[config.mk]
export PLATFORM = sky130hd
export DESIGN_NAME = midi_voice_alloc
export DESIGN_NICKNAME = d
export VERILOG_FILES = /design/src/rtl/synth_voice_pkg.sv /design/src/rtl/voice_rank_tracker.sv /design/src/rtl/midi_voice_alloc.sv
export SDC_FILE = /design/constraint.sdc
export NUM_CORES = 1
export LEC_CHECK = 0
export CAP_MARGIN = 20
export CORE_ASPECT_RATIO = 0.75
export CORE_MARGIN = 8
export CORE_UTILIZATION = 49
export DETAILED_ROUTE_END_ITERATION = 10
export GPL_ROUTABILITY_DRIVEN = 0
export HOLD_SLACK_MARGIN = 0.15
export PLACE_DENSITY = 0.75
export SYNTH_ARGS = -nofsm -noshare
export SYNTH_HDL_FRONTEND = slang
export SYNTH_HIERARCHICAL = 1
export SYNTH_SLANG_ARGS = --single-unit
export TNS_END_PERCENT = 30
[constraint.sdc]
create_clock -name i_clk32 -period 4.3 [get_ports i_clk32]
set_input_delay 1.29 -clock i_clk32 [delete_from_list [all_inputs] [get_ports i_clk32]]
set_output_delay 1.29 -clock i_clk32 [all_outputs]
set_load 0.1 [all_outputs]
[src/rtl/synth_voice_pkg.sv]
// Shared widths, slot record and helpers for the MIDI voice allocator.
package synth_voice_pkg;
  localparam int NOTE_W = 7;
  localparam int VEL_W  = 7;
  localparam int CHAN_W = 4;
  localparam int RANK_W = 3;

  typedef struct packed {
    logic              gate;
    logic [NOTE_W-1:0] note;
    logic [VEL_W-1:0]  vel;
    logic [CHAN_W-1:0] chan;
  } voice_t;

  function automatic logic [3:0] count_gates(input logic [7:0] g);
    logic [3:0] c;
    c = '0;
    for (int i = 0; i < 8; i++) c = c + {3'b0, g[i]};
    return c;
  endfunction
endpackage

[src/rtl/voice_rank_tracker.sv]
// Allocation-age ranks per voice slot (0 = newest); reports the oldest slot.
module voice_rank_tracker
  import synth_voice_pkg::*;
#(
  parameter int NUM_VOICES = 4
) (
  input  logic              i_clk32,
  input  logic              i_rst,
  input  logic              i_alloc,
  input  logic [RANK_W-1:0] i_slot,
  output logic [RANK_W-1:0] o_oldest
);
  logic [RANK_W-1:0] r_rank [NUM_VOICES];
  logic [RANK_W-1:0] w_sel_rank;
  logic [RANK_W-1:0] w_oldest;

  always_comb begin
    w_sel_rank = '0;
    w_oldest   = '0;
    for (int i = 0; i < NUM_VOICES; i++) begin
      if (i_slot == RANK_W'(i)) w_sel_rank = r_rank[i];
      if (r_rank[i] == RANK_W'(NUM_VOICES - 1)) w_oldest = RANK_W'(i);
    end
  end

  // Slots younger than the chosen one age by one; the permutation is preserved.
  always_ff @(posedge i_clk32) begin
    if (i_rst) begin
      for (int i = 0; i < NUM_VOICES; i++) r_rank[i] <= RANK_W'(i);
    end else if (i_alloc) begin
      for (int i = 0; i < NUM_VOICES; i++) begin
        if (i_slot == RANK_W'(i))       r_rank[i] <= '0;
        else if (r_rank[i] < w_sel_rank) r_rank[i] <= r_rank[i] + 1'b1;
      end
    end
  end

  assign o_oldest = w_oldest;
endmodule

[src/rtl/midi_voice_alloc.sv]
// Polyphonic voice allocator: maps note-on/off pulses onto NUM_VOICES slots.
// VOICE_STEAL_EN: when defined, a full bank steals the oldest slot instead of dropping.
module midi_voice_alloc
  import synth_voice_pkg::*;
#(
  parameter int NUM_VOICES = 4,
  parameter int OMNI       = 1,
  parameter int CHANNEL    = 0
) (
  input  logic                         i_clk32,
  input  logic                         i_rst,
  input  logic                         i_note_pressed,
  input  logic                         i_note_released,
  input  logic [NOTE_W-1:0]            i_note,
  input  logic [VEL_W-1:0]             i_velocity,
  input  logic [CHAN_W-1:0]            i_channel,
  output logic [NUM_VOICES-1:0]        o_voice_gate,
  output logic [NUM_VOICES-1:0]        o_voice_trig,
  output logic [NOTE_W*NUM_VOICES-1:0] o_voice_note,
  output logic [VEL_W*NUM_VOICES-1:0]  o_voice_vel,
  output logic [3:0]                   o_active_cnt,
  output logic [7:0]                   o_drop_cnt
);
  voice_t                  r_voice     [NUM_VOICES];
  voice_t                  w_voice_nxt [NUM_VOICES];
  logic [NUM_VOICES-1:0]   r_trig, w_trig_nxt, w_gate_nxt;
  logic [3:0]              r_active;
  logic [7:0]              r_drop;
  logic                    w_accept, w_rel, w_on;
  logic                    w_match_hit, w_free_hit, w_alloc, w_drop;
  logic [RANK_W-1:0]       w_match_idx, w_free_idx, w_slot, w_oldest;

  // Velocity-0 note-on is a release; a release wins over a simultaneous press.
  assign w_accept = (OMNI != 0) || (i_channel == CHAN_W'(CHANNEL));
  assign w_rel    = w_accept && (i_note_released || (i_note_pressed && i_velocity == '0));
  assign w_on     = w_accept && i_note_pressed && !i_note_released && (i_velocity != '0);

  always_comb begin
    w_match_hit = 1'b0;
    w_match_idx = '0;
    w_free_hit  = 1'b0;
    w_free_idx  = '0;
    for (int i = NUM_VOICES - 1; i >= 0; i--) begin
      if (r_voice[i].gate && r_voice[i].note == i_note && r_voice[i].chan == i_channel) begin
        w_match_hit = 1'b1;
        w_match_idx = RANK_W'(i);
      end
      if (!r_voice[i].gate) begin
        w_free_hit = 1'b1;
        w_free_idx = RANK_W'(i);
      end
    end
  end

  always_comb begin
    w_alloc = 1'b0;
    w_drop  = 1'b0;
    w_slot  = w_oldest;
    if (w_on) begin
      if (w_match_hit) begin
        w_alloc = 1'b1;
        w_slot  = w_match_idx;
      end else if (w_free_hit) begin
        w_alloc = 1'b1;
        w_slot  = w_free_idx;
      end else begin
`ifdef VOICE_STEAL_EN
        w_alloc = 1'b1;
`else
        w_drop  = 1'b1;
`endif
      end
    end
  end

  always_comb begin
    w_trig_nxt = '0;
    w_gate_nxt = '0;
    for (int i = 0; i < NUM_VOICES; i++) begin
      w_voice_nxt[i] = r_voice[i];
      if (w_rel && r_voice[i].gate && r_voice[i].note == i_note && r_voice[i].chan == i_channel)
        w_voice_nxt[i].gate = 1'b0;
      if (w_alloc && w_slot == RANK_W'(i)) begin
        w_voice_nxt[i] = '{gate: 1'b1, note: i_note, vel: i_velocity, chan: i_channel};
        w_trig_nxt[i]  = 1'b1;
      end
      w_gate_nxt[i] = w_voice_nxt[i].gate;
    end
  end

  always_ff @(posedge i_clk32) begin
    if (i_rst) begin
      for (int i = 0; i < NUM_VOICES; i++) r_voice[i] <= '0;
      r_trig   <= '0;
      r_active <= '0;
      r_drop   <= '0;
    end else begin
      for (int i = 0; i < NUM_VOICES; i++) r_voice[i] <= w_voice_nxt[i];
      r_trig   <= w_trig_nxt;
      r_active <= count_gates(8'(w_gate_nxt));
      if (w_drop && r_drop != 8'hFF) r_drop <= r_drop + 8'd1;
    end
  end

  voice_rank_tracker #(.NUM_VOICES(NUM_VOICES)) u_rank (
    .i_clk32  (i_clk32),
    .i_rst    (i_rst),
    .i_alloc  (w_alloc),
    .i_slot   (w_slot),
    .o_oldest (w_oldest)
  );

  for (genvar g = 0; g < NUM_VOICES; g++) begin : g_out
    assign o_voice_gate[g]                  = r_voice[g].gate;
    assign o_voice_note[g*NOTE_W +: NOTE_W] = r_voice[g].note;
    assign o_voice_vel[g*VEL_W +: VEL_W]    = r_voice[g].vel;
  end
  assign o_voice_trig = r_trig;
  assign o_active_cnt = r_active;
  assign o_drop_cnt   = r_drop;
endmodule

Word level (Yosys, flattened, before mapping)
Memories as Yosys holds them, arrays and structs flattened.
Cells that the tools add are included.
- bits of input ports: 22
- memories: 2
- output and inout port bits: 76
- bits in registers: 16
- RAM bits: 88
- word-level logic and storage cells: 172
- $add $sub $neg: 8
- equal/unequal tests: 15
- reductions and logical operators: 33
- $lt $le $gt $ge: 4
- bitwise operators: 12
- mux-type cells: 95
- memories (name ; depth ; width ; rd ports ; clocked after Yosys merged registers in ; write ports ; RTL line ; RTL):
    r_voice ; 4 ; 19 ; 4 ; 0 ; 4 ; midi_voice_alloc.sv:24 ; voice_t r_voice [NUM_VOICES];
    u_rank.r_rank ; 4 ; 3 ; 4 ; 0 ; 4 ; voice_rank_tracker.sv:13 ; logic [RANK_W-1:0] r_rank [NUM_VOICES];
- operators by type and width (cell ; number):
    two-way mux 19 bit ; 8
    two-way mux 1 bit ; 62
    two-way mux 3 bit ; 20
    equality test 7 bit ; 4
    logical AND 1 bit ; 28
    equality test 4 bit ; 4
    equality test 3 x 2 -> 1 bit, second input constant ; 5
    adder 3 x 1 -> 3 bit, second input constant ; 4
    less-than comparator 3 bit ; 4
    bitwise OR 1 bit ; 12
    two-way mux 2 bit ; 5
    adder 8 x 1 -> 8 bit, second input constant ; 1
    != test 8 bit, second input constant ; 1
    logical NOT 7 bit ; 1
    nonzero test 7 bit ; 1
    adder 3 x 1 -> 4 bit ; 1
    adder 2 x 1 -> 3 bit ; 1
    equality test 3 x 1 -> 1 bit, second input constant ; 1
    logical NOT 3 bit ; 1
    adder 1 x 1 -> 2 bit ; 1
    logical NOT 1 bit ; 1
    logical OR 1 bit ; 1

Depth between registers and ports, before layout
An unclocked memory read counts as a cell.
- depth in word-level cells: 22
- gate-level depth with buffers: 15
- mapped depth without buffers: 13

Cells and area by module
Netlist, hierarchy kept.
- modules (own cells, without submodules) (module ; cells each ; sequential area each (sq um) ; times used ; area an instance (sq um)):
    midi_voice_alloc ; 520 ; 1821.7 ; 1 ; 4802.1
    voice_rank_tracker ; 108 ; 360.3 ; 1 ; 1081.0

Worst setup path before layout
No wires, ideal clock.
- path type: input -> register
- start: in i_note[0]
- end: mem u_rank.r_rank[3][0], enable pin
- setup slack: -317 ps
- setup time: 355 ps
- required time: 3945 ps
- buffers on the path: 2
- stages on the path: 13
- arrival: 4262 ps
- cells stage by stage: buf_2 -> xnor2_1 -> nand4_1 -> or3_4 -> a311o_4 -> o21ai_0 -> buf_6 -> mux4_2 -> nand2_1 -> ha_1 -> o21ai_0 -> a21oi_1 -> o31ai_1
- RTL lines (item ; RTL line ; RTL):
    start: declaration ; midi_voice_alloc.sv:14 ; input logic [NOTE_W-1:0] i_note,
    end: declaration ; voice_rank_tracker.sv:13 ;

==> impl_results.md <==
* Run status: completed
* Congestion Overflow GR at 0
* Core area at roughly 12000 µm²
* Die Span X at around 140 µm
* Comb power frac at roughly a fifth
* Worst path arrival time at 4250 ps
* Final ANT Viol Nets at 0
* Synthesized Nets at between 600 and 700
* Row count at 34
* Hold Path Class: register to register
* Final worst slack at 145 ps
* Hold Path Sink: r_voice[0][10]
* Initial cell density of the core at about 50%
* Hold path start: r_voice[0][10]
* Internal power at approximately 0.0017 W
* Number of diodes at 0
* Vias in the first global route at 4725
* Via count at roughly 4700
* Reg2Reg Launch Point: u_rank/r_rank[2][1]
* Max Freq at about 240 MHz
* Post-synth cell types at 67
* Crit-path slowest cell: or3_4
* Mapped Avg Cell Area at about 9.4 µm²
* FFs w/ async S/R, synth at 0%
* DP Cell Count at 854
* Seq/Total Area, Yosys at a little under two fifths
* Worst slew pin tran at 1010 ps
* Reg2Reg Depth at 12
* Max incr delay on CP at just over 400 ps
* Worst-path fanout max at 8
* Crit share post-route at 96.6%
* First-pass GRT wire length at around 25 mm
* Cell Pwr Density at between 300 and 400 nW/µm²
* Mux share of post-synthesis cell area at about a tenth
* Synth Instances at around 630
* Die Ht at 111 µm
* Average vias per placed instance at approximately 5.4
* Yosys top cell area share at a little under a third
* Reg2reg setup slack at 930 ps
* Final Max Slew Viols at 0
* Clock root buffer: clkbuf_16
* Port Buffers at 96
* Flops & latches, synth at between 100 and 150
* Layout Nets at between 700 and 800
* CTS tree: done
* Switching Share at between 20 and 30%
* Ports at a little under 100
* Total Routed Length at approximately 16 mm
* CP required at approximately 4400 ps
* Largest net degree at the start of global routing at 69
* Relative slew slack at roughly a third
* Clk pwr share at 35.9%
* Max_cap viols at 0
* Top cells by area, synth: dfxtp_1 31%, mux2i_1 9.4%, buf_4 8.5%
* WP depth at 12
* Minimum clock period at 4150 ps
* Area Overhead vs Synth at 23.6%
* Hold depth at 2
* Leakage at 2.61 nW
* Post-synth top flop: dfxtp_1
* Sw Pwr at 0.000664 W
* Non-Filler Instances at 870
* R2r endpoint: o_active_cnt[1]
* Post-DP Area at about 6900 µm²
* Area leader, netlist: dfxtp_1
* Share of layout cells above drive strength 1 at a little under a fifth
* Post-Synth Adder-Cell Area at between 3 and 4%
* Cell chain of the critical path: dlygate4sd2_1, xnor2_1, nand4_1, or3_4, a311o_4, o21ai_4, buf_6, mux2_2, a22oi_2, a211oi_2, o21bai_1, nor3_1
* Clock sinks at roughly 100
* Worst Setup Path Type: input pin to register
* Full die area at between 15000 and 20000 µm²
* Post-Synth Simple-Gate Area at between 10% and 20%
* Pre-CTS setup slack at -562 ps
* Post-synth EDFFs at 12
* Compound-Gate Fraction of Synth Area at 10.5%
* GRT Resource Usage Total at roughly a fifth
* DR WL/cell at between 15 and 20 µm
* Peak VDD IR at 197 µV
* Dpl hpwl at 11.7 mm
* Synthesis Warnings at 6
* Initial antenna violation count at 0
* Clock latency on the worst-skew pair at between 300 and 400 ps
* Clock transition at path regs at about 70 ps
* Final hold violations at 0
* CP top delay family: compound AO/OA/AOI/OAI gates
* Post-route DRC violation count at 0
* Final instance area at 7270 µm²
* Worst-case clock buffer depth at 2
* Cell Area, Synth at around 6000 µm²
* DR iter-0 viols at slightly below 300
* Final Skew at between 3 and 4 ps
* Worst Path Buf+Inv at 2
* Drt pass-1 iters at 5
* Main combinational cell family by area after synthesis: simple AND/OR/NAND/NOR gates
* Inserted Clock Buffers at 9
* Critical Path End Type: register
* H-tree depth at 3
* Area share of xor/xnor cells in the synthesized design at 7.10%
* Setup violations, final at 0
* Startpoint types: input pin
* Share of power burned in registers at 43.9%
## kinds of logic (layout without fill, tap and decap cells)
group,Yosys count,count (layout)
muxes,60,60
other,2,2
DFF,103,103
adders and majority gates,15,15
and+or+nand+nor,195,195
AOI/OAI and AO/OA,97,97
buffers and inverters,110,190
xor gates and xnor gates,46,46
## cells in the final DEF (no fill, tap or decap), types with 9 or more instances in the layout
cell type	synthesis	final
edfxtp_1	12	12
buf_4	67	63
dfxtp_1	91	91
clkbuf_16	0	9
nand2b_1	42	42
nand2_1	19	17
clkdlybuf4s50_1	0	84
dlygate4sd2_1	0	10
mux2i_1	55	55
nor2b_1	27	27
a21oi_1	12	12
xnor2_1	43	41
o21ai_0	31	27
nor3_1	11	10
nand4_1	14	14
ha_1	14	12
nor2_1	48	47
inv_1	9	9
o21ai_1	23	24
## synth_stat cells (all sizes together) (2+ instances only)
library cell	count
and3	2
mux2	4
mux2i	55
clkbuf	16
nand4	14
nor3	14
buf	84
nor3b	2
conb	2
nor2b	28
a21o	2
a31oi	3
o31ai	5
edfxtp	12
nor2	49
o21a	2
nand3	4
or2	4
nand3b	2
xnor2	45
or4	4
nand2b	42
ha	14
or3	6
o21bai	4
and2	2
dfxtp	91
a21oi	14
o21ai	55
nand2	19
a22oi	3
inv	9
a211oi	3
## worst max-delay path by stage
stage / start / end
2_1_floorplan: i_note[3] / u_rank/r_rank[0][0]
3_3_place_gp: i_note[3] / u_rank/r_rank[0][1]
3_5_place_dp: i_note[3] / u_rank/r_rank[1][0]
4_1_cts: i_note[3] / u_rank/r_rank[1][0]
5_1_grt: i_channel[1] / u_rank/r_rank[2][2]
6_report: i_channel[1] / u_rank/r_rank[2][2]
## area by class of cell
| cell class | count | area, µm² |
|---|---|---|
| clock buffer | 13 | 260 |
| clock inverter | 3 | 41.3 |
| fill | 1016 | 4380 |
| inverter | 10 | 37.5 |
| multi-input combinational | 415 | 3050 |
| sequential | 103 | 2180 |
| tap | 162 | 203 |
| timing repair buffer | 164 | 1490 |
## routing by layer
metal	global-route usage, %	share of wire [%]
met1	27.5	48
met2	29.2	42
met3	6.07	8.5
met4	6.00	1.6
met5	0	0
## metrics by stage
stage / hold WS (ps) / util, % / TNS (ps) / power [W]
after floorplan: 449 / - / 0 / 0.00137
after global placement: 461 / 59.6 / -10090 / 0.00149
after detailed placement: 468 / 59.6 / -13190 / 0.00150
after CTS: 481 / 62.3 / 0 / 0.00234
after global routing: 510 / 62.4 / -13.5 / 0.00242
final: 478 / 62.4 / 0 / 0.00233
## sequential cells by signal, indices dropped and copies added, names as in the netlist
| register | cells |
|---|---|
| o_active_cnt | 3 |
| o_drop_cnt | 8 |
| o_voice_trig | 4 |
| r_voice | 76 |
| u_rank/r_rank | 12 |
## what timing repair did
item | in CTS | in global routing
cloned | 0 | 0
endpoints found under the setup margin | 25 | 17
pin swaps | 3 | 3
resized for setup | 20 | 5
setup buffers | 0 | 0
hold buffers | 0 | 0
## power by group through the flow
stage | logic (W) | clock network, W | registers, W
after global placement | 0.000448 | 0 | 0.00104
after global routing | 0.000503 | 0.000890 | 0.00103
final | 0.000472 | 0.000837 | 0.00102
after detailed placement | 0.000460 | 0 | 0.00104
after floorplan | 0.000324 | 0 | 0.00105
after CTS | 0.000467 | 0.000848 | 0.00102
## worst reg2reg max path: cells and delay by family, from the launching register on
kind,cells,cell delay (ps)
fa+ha+maj,5,1330
buf+inv,1,180
compound gates,3,570
simple gates,3,670
flops,1,500
Power figures use the tool's default switching activity.
